### src/rtl/uart_packet_pkg.sv
// Shared definitions for the ESP32 UART packet link.
// Framing constants, rx state encoding and the byte-wide CRC-8 (J1850 poly).
package uart_packet_pkg;

  localparam logic [7:0] UART_MAGIC    = 8'h8F;
  localparam logic [7:0] CRC8_POLY     = 8'h1D;
  localparam logic [7:0] CRC8_SEED     = 8'hFF;
  localparam logic [7:0] CRC8_SEED_HDR = 8'h59;

  typedef enum logic [2:0] {
    RX_HUNT,
    RX_ADDR,
    RX_COUNT,
    RX_DATA,
    RX_CRC
  } rx_state_e;

  function automatic logic [7:0] crc8_update(
    input logic [7:0] crc,
    input logic [7:0] data
  );
    logic [7:0] c;
    c = crc ^ data;
    for (int i = 0; i < 8; i++) begin
      c = c[7] ? ({c[6:0], 1'b0} ^ CRC8_POLY)
               : {c[6:0], 1'b0};
    end
    return c;
  endfunction

endpackage

### src/rtl/uart_packet_wrapper_rx.sv
// Receive-side packet deframer: magic hunt, addr/count/data/CRC parse.
// Payload bytes are strobed speculatively; done + crc verdict commits.
module uart_packet_wrapper_rx
  import uart_packet_pkg::*;
#(
  parameter int              TO_W           = 16,
  parameter logic [TO_W-1:0] TIMEOUT_CYCLES = 16'd50000
) (
  input  logic       clk,
  input  logic       reset,
  input  logic [7:0] uart_rx_data,
  input  logic       uart_rx_val,
  input  logic       uartDisabled,
  output logic [6:0] rx_address,
  output logic [7:0] rx_byteCount,
  output logic [7:0] rx_bytepos,
  output logic [7:0] rx_data,
  output logic       rx_data_val,
  output logic       rx_packet_done,
  output logic       rx_crc_ok,
  output logic       rx_crc_err,
  output logic       rx_frame_err,
  output logic       busy
);

  localparam logic [TO_W-1:0] TO_LAST =
    TIMEOUT_CYCLES - {{(TO_W-1){1'b0}}, 1'b1};

  rx_state_e       state;
  logic [8:0]      remaining;
  logic [7:0]      pos;
  logic [7:0]      crc_a;
  logic [7:0]      crc_b;
  logic [TO_W-1:0] to_cnt;
  logic            crc_hit;

  assign busy    = (state != RX_HUNT);
  assign crc_hit = (uart_rx_data == crc_a) ||
                   (uart_rx_data == crc_b);

  // Packet FSM, CRC accumulators, inter-byte timeout and output strobes
  always_ff @(posedge clk) begin
    if (reset) begin
      state          <= RX_HUNT;
      remaining      <= '0;
      pos            <= '0;
      crc_a          <= CRC8_SEED_HDR;
      crc_b          <= CRC8_SEED;
      to_cnt         <= '0;
      rx_address     <= '0;
      rx_byteCount   <= '0;
      rx_bytepos     <= '0;
      rx_data        <= '0;
      rx_data_val    <= 1'b0;
      rx_packet_done <= 1'b0;
      rx_crc_ok      <= 1'b0;
      rx_crc_err     <= 1'b0;
      rx_frame_err   <= 1'b0;
    end else begin
      rx_data_val    <= 1'b0;
      rx_packet_done <= 1'b0;
      rx_crc_ok      <= 1'b0;
      rx_crc_err     <= 1'b0;
      rx_frame_err   <= 1'b0;
      if (uartDisabled) begin
        state  <= RX_HUNT;
        to_cnt <= '0;
      end else if (uart_rx_val) begin
        to_cnt <= '0;
        unique case (state)
          RX_HUNT: begin
            if (uart_rx_data == UART_MAGIC) begin
              state <= RX_ADDR;
              crc_a <= CRC8_SEED_HDR;
              crc_b <= CRC8_SEED;
            end
          end
          RX_ADDR: begin
            if (uart_rx_data[7]) begin
              rx_frame_err <= 1'b1;
              // a fresh magic byte restarts the packet immediately
              if (uart_rx_data == UART_MAGIC) begin
                state <= RX_ADDR;
                crc_a <= CRC8_SEED_HDR;
                crc_b <= CRC8_SEED;
              end else begin
                state <= RX_HUNT;
              end
            end else begin
              rx_address <= uart_rx_data[6:0];
              crc_a      <= crc8_update(crc_a, uart_rx_data);
              crc_b      <= crc8_update(crc_b, uart_rx_data);
              state      <= RX_COUNT;
            end
          end
          RX_COUNT: begin
            rx_byteCount <= uart_rx_data;
            remaining    <= (uart_rx_data == 8'd0) ? 9'd256
                                                   : {1'b0, uart_rx_data};
            pos          <= '0;
            crc_a        <= crc8_update(crc_a, uart_rx_data);
            crc_b        <= crc8_update(crc_b, uart_rx_data);
            state        <= RX_DATA;
          end
          RX_DATA: begin
            rx_data     <= uart_rx_data;
            rx_bytepos  <= pos;
            rx_data_val <= 1'b1;
            pos         <= pos + 8'd1;
            remaining   <= remaining - 9'd1;
            crc_a       <= crc8_update(crc_a, uart_rx_data);
            crc_b       <= crc8_update(crc_b, uart_rx_data);
            if (remaining == 9'd1) begin
              state <= RX_CRC;
            end
          end
          RX_CRC: begin
            rx_packet_done <= 1'b1;
            rx_crc_ok      <= crc_hit;
            rx_crc_err     <= !crc_hit;
            state          <= RX_HUNT;
          end
          default: state <= RX_HUNT;
        endcase
      end else if (busy) begin
        if (to_cnt == TO_LAST) begin
          rx_frame_err <= 1'b1;
          state        <= RX_HUNT;
          to_cnt       <= '0;
        end else begin
          to_cnt <= to_cnt + {{(TO_W-1){1'b0}}, 1'b1};
        end
      end
    end
  end

endmodule
### config.mk
export PLATFORM = sky130hd
export DESIGN_NAME = uart_packet_wrapper_rx
export DESIGN_NICKNAME = d
export VERILOG_FILES = /design/src/rtl/uart_packet_pkg.sv /design/src/rtl/uart_packet_wrapper_rx.sv
export SDC_FILE = /design/constraint.sdc
export NUM_CORES = 1
export LEC_CHECK = 0
export BUFFER_PORTS_ARGS = -buffer_cell sky130_fd_sc_hd__buf_2
export CELL_PAD_IN_SITES_DETAIL_PLACEMENT = 1
export CELL_PAD_IN_SITES_GLOBAL_PLACEMENT = 2
export CORE_MARGIN = 4
export CORE_UTILIZATION = 35
export CTS_CLUSTER_SIZE = 40
export DETAILED_ROUTE_END_ITERATION = 6
export PLACE_DENSITY = 0.77
export SYNTH_ARGS = -nofsm -noshare
export SYNTH_HDL_FRONTEND = slang
export SYNTH_SLANG_ARGS = --single-unit
### constraint.sdc
create_clock -name clk -period 2.1 [get_ports clk]
set_input_delay 0.42 -clock clk [delete_from_list [all_inputs] [get_ports clk]]
set_output_delay 0.42 -clock clk [all_outputs]
set_load 0.1 [all_outputs]
# Word-level counts from Yosys, hierarchy flattened
# Index checks and enable logic that the tools add are counted.
[word_totals]
register_bits = 88
elab_cells = 112
[classes]
addsub = 3
eq_ne = 11
muxes = 41
n_bitwise = 22
reduce_logical = 20
[ops]
columns = ["operator", "count"]
rows = [
  ["2-to-1 mux 5 bit", 16],
  ["inverter 4 bit", 16],
  ["one-hot mux 8 bit (3 select lines)", 2],
  ["2-to-1 mux 8 bit", 4],
  ["2-to-1 mux 3 bit", 6],
  ["one-hot mux 9 bit (2 select lines)", 1],
  ["adder 16 x 1 -> 16 bit (second input constant)", 1],
  ["== test 16 bit (second input constant)", 1],
  ["== test 8 bit", 2],
  ["2-to-1 mux 16 bit", 1],
  ["one-hot mux 8 bit (2 select lines)", 1],
  ["bitwise XOR 8 bit", 2],
  ["one-hot mux 3 bit (4 select lines)", 1],
  ["AND reduction 3 bit", 4],
  ["== test 9 x 1 -> 1 bit (second input constant)", 1],
  ["2-to-1 mux 9 bit", 1],
  ["subtractor 9 x 1 -> 9 bit (second input constant)", 1],
  ["adder 8 x 1 -> 8 bit (second input constant)", 1],
  ["== test 8 bit (second input constant)", 1],
  ["logical NOT 8 bit", 1],
  ["2-to-1 mux 1 bit", 8],
  ["AND reduction 4 bit", 2],
  ["== test 3 x 2 -> 1 bit (second input constant)", 2],
  ["!= test 3 bit (second input constant)", 2],
  ["other kinds (11)", 19],
]

# Depth between registers and ports, before layout
[depth]
word_depth = 19
mapped_depth = 8
depth_no_buf = 7

# Least setup slack after synthesis
# No wires, ideal clock.
[synth_path]
path_type = "reg-to-reg"
startpoint = "register state[2]"
endpoint = "register state[0]"
setup_ps = 72
t_arrival_ps = 1892
required_time_ps = 2028
slack_ps = 136
path_stages_with_launch = 9
n_path_buf = 2
period_less_slack_ps = 1964
path_cell_list = "dfxtp_1 -> buf_2 -> or3_1 -> buf_4 -> nand4_2 -> nand4b_1 -> and2_1 -> a21oi_2 -> mux2i_1"
[synth_between]
elab_chain_len = 3
elab_cells_between_ends = 11
classes_between = "eq/ne: 5; mux: 2; reduce/logical: 4"
[synth_lines]
columns = ["item", "line", "text"]
rows = [
  ["from (decl)", "uart_packet_wrapper_rx.sv:29", "rx_state_e state;"],
  ["from (signal assigned)", "uart_packet_wrapper_rx.sv:44", "state <= RX_HUNT;"],
  ["from (signal assigned)", "uart_packet_wrapper_rx.sv:66", "state <= RX_HUNT;"],
  ["from (signal assigned)", "uart_packet_wrapper_rx.sv:73", "state <= RX_ADDR;"],
  ["nonzero test 3 bit", "uart_packet_wrapper_rx.sv:37", "assign busy = (state != RX_HUNT);"],
  ["via busy", "uart_packet_wrapper_rx.sv:23", "output logic busy"],
  ["nonzero test 2 bit (no line)", "n/a", ""],
  ["AND reduction 4 bit (no line)", "n/a", ""],
]
# The timed path passes the listed nets, and every way through them passes these cells.
# A chain may end at the register's enable or synchronous reset.

# Worst setup path in the final report
[layout_path]
startpoint = "register state[0]"
endpoint = "output busy"
[layout_between]
elab_chain_len = 1
[layout_lines]
columns = ["item", "line"]
rows = [
  ["nonzero test 3 bit", "uart_packet_wrapper_rx.sv:37"],
  ["to (decl)", "uart_packet_wrapper_rx.sv:23"],
]
# Every way passes these cells.

==> out/summary.txt <==
status: finished, final reports clean
largest net degree at the start of global routing: 37
YS warnings: 0
CP endpoint kind: primary output
CTS tree: yes
Die X: 119 microns
slew at the pin closest to its max-slew limit: 544 ps
placed cell count: 727
CP Max Fanout: 7
Hold Vio Cnt, Final: 0
FMAX: 0.523 GHz
setup TNS: 0 ps
Internal Pwr Total: 2.74 mW
post-route ant nets: 0
top cells by area, synth: dfxtp_1 41%, xnor2_1 8.5%, nand2_1 5.2%
DP Area: 4920 sq um
number of synthesized flops with an enable pin: 0
WP data required: 1680 ps
worst reg-to-reg setup slack: 290 ps
Post-Syn Area: 4320 sq um
Post-layout nets: 586
Starting Density: 35.9%
RSZ-0062 raised after global routing: false
initial DRC count: 171
FFs w/ async S/R, synth: 0%
die height: 119 microns
CTS max path bufs: 2
DP HPWL: 9470 microns
layout cells sized above 1: 20.0%
period utilisation layout: 91.0%
Slew Limit Fails: 0
final core utilization: 43.3%
Clock Skews: 6.57 ps
TritonCTS buffer count: 9
Tightest Hold Check Type: in2reg
fin crit period: 1910 ps
Port Buf Inserts: 48
Reg clk slew, reported paths: 60 ps
Clock Latency Late Sink: 350 ps
top-area cell type share of the netlist area: 40.7%
DR vias/cell: 5.10
global route overflow: 0
Setup violations, final: 0
Worst setup SP type: flop
Ant. Diodes: 0
syn nets: 521
pre-CTS setup slack: 64.4 ps
clock power share: 45.8%
worst setup margin: 190 ps
Final Power: 3.64 mW
worst vdd ir: 0.438 mV
Hold Buf Count CTS: 0
Vias: 3792
final instance count without filler cells: 743
Clock H-tree levels: 3
routability cong.: 0.816
Pre-antenna DRT Iters: 4
Hold WS: 365 ps
Layout area overhead: 20.8%
critical path class: reg2out
Yosys reg bits: 88
Routed WL: 13000 microns
post-CTS sizing: 0
relative slew slack: 63.4%
initial antenna violation count: 0
DR WL/cell: 17.5 microns
Netlist cell types: 56
first-pass GRT wire length: 20900 microns
post-CTS setup buffers: 0
vias in the first global route: 3822
switch share: 24.8%
Power per Cell Area: 696 nW/um^2
ys flop type: dfxtp_1
GR Util All Layers: 18.8%
Max Cap Viol: 0
clock sinks: 88
area of the core: 12100 sq um
full die area: 14200 sq um
Remaining DRCs: 0
Pleak: 2.03 nW
Finished Cell Area: 5220 sq um
combinational share of power: 8.3%
Ports: 49
Yosys top cell by area: dfxtp_1
syn avg cell area: 8.56 sq um
Root Driver: clkbuf_16
critical path data arrival time: 1490 ps
Row Count: 40
Seq/Total Area, Yosys: 40.7%
Reg power frac: 45.8%
NetSw: 0.902 mW
fill cell count: 1447
Post-Syn Instances: 505
==> state kept, by name, indices dropped and copies added (netlist names) <==
register	cells
to_cnt	16
remaining	9
crc_a	8
crc_b	8
pos	8
rx_byteCount	8
rx_bytepos	8
rx_data	8
rx_address	7
state	3
rx_crc_err	1
rx_crc_ok	1
rx_data_val	1
rx_frame_err	1
rx_packet_done	1
==> area by class of cell <==
cell class | instances | area (sq um) | share of cell area [%]
well taps | 168 | 210 | 4.02
flip-flops and latches | 88 | 1760 | 33.7
multi-input cells | 379 | 2390 | 45.7
clock inverters | 7 | 77.6 | 1.49
repair buffers | 82 | 523 | 10.0
clock buffers | 9 | 225 | 4.31
inverters | 10 | 37.5 | 0.719
==> routing by layer <==
metal | vias up | share of wire (%) | GRT usage (%)
li1 | 1860 | - | -
met1 | 1864 | 48 | 25.5
met2 | 54 | 47 | 30.1
met3 | 14 | 3.4 | 3.23
met4 | 0 | 1.7 | 6.59
met5 | - | 0 | 0
==> critical path, stage by stage, from the launching register on <==
cell and delay (ps):
dfxtp_1 350, or3_1 420, buf_4 200, buf_12 170
==> power by group through the flow <==
stage                     clock network [mW]  registers (mW)  logic, mW
after floorplan                            0            1.71      0.216
after global placement                     0            1.71      0.300
after detailed placement                   0            1.71      0.303
after CTS                               1.71            1.67      0.306
after global routing                    1.78            1.67      0.327
final                                   1.67            1.67      0.303
==> logic make-up (layout without fill, tap and decap cells) <==
| family | after synthesis | after routing | synth area share, % |
|---|---|---|---|
| buffers and inverters | 38 | 108 | 4.02 |
| xor gates and xnor gates | 73 | 73 | 16.7 |
| and+or+nand+nor | 199 | 199 | 22.4 |
| DFF | 88 | 88 | 40.7 |
| adders and majority gates | 4 | 4 | 1.16 |
| AOI/OAI and AO/OA | 94 | 94 | 12.9 |
| muxes | 9 | 9 | 2.08 |
==> Yosys cell counts, types with 2 or more instances <==
cell type / n
a21oi_1: 38
a221oi_1: 3
a22oi_1: 2
a31oi_1: 3
and2_1: 5
and3_1: 3
and4_1: 3
buf_2: 10
buf_4: 3
clkbuf_1: 14
dfxtp_1: 88
ha_1: 4
inv_1: 9
mux2i_1: 9
nand2_1: 60
nand3_1: 31
nand4_1: 9
nand4b_1: 2
nor2_1: 55
nor2b_1: 5
nor3_1: 10
nor4_1: 3
nor4b_1: 2
o211ai_1: 3
o21ai_0: 24
o221ai_1: 2
o22a_1: 2
o22ai_1: 7
xnor2_1: 42
xnor2_2: 4
xnor2_4: 2
xor2_1: 24
==> path summary, 6_finish.rpt <==
check                       end          start  cells past startpoint
setup / recovery           busy       state[0]                      3
hold reg to reg   rx_bytepos[4]  rx_bytepos[4]                      2
hold / removal     rx_frame_err   uartDisabled                      2
setup reg to reg       crc_b[4]       crc_b[1]                      6
==> cell usage in the layout, fill, tap and decap left out, types with 10 or more instances in the layout <==
master   synthesis  final
a21oi_1         38     38
buf_2           10     47
buf_4            3     33
dfxtp_1         88     88
nand2_1         60     60
nand3_1         31     31
nor2_1          55     55
nor3_1          10     10
o21ai_0         24     24
xnor2_1         42     42
xor2_1          24     24
Power figures use the tool's default switching activity.
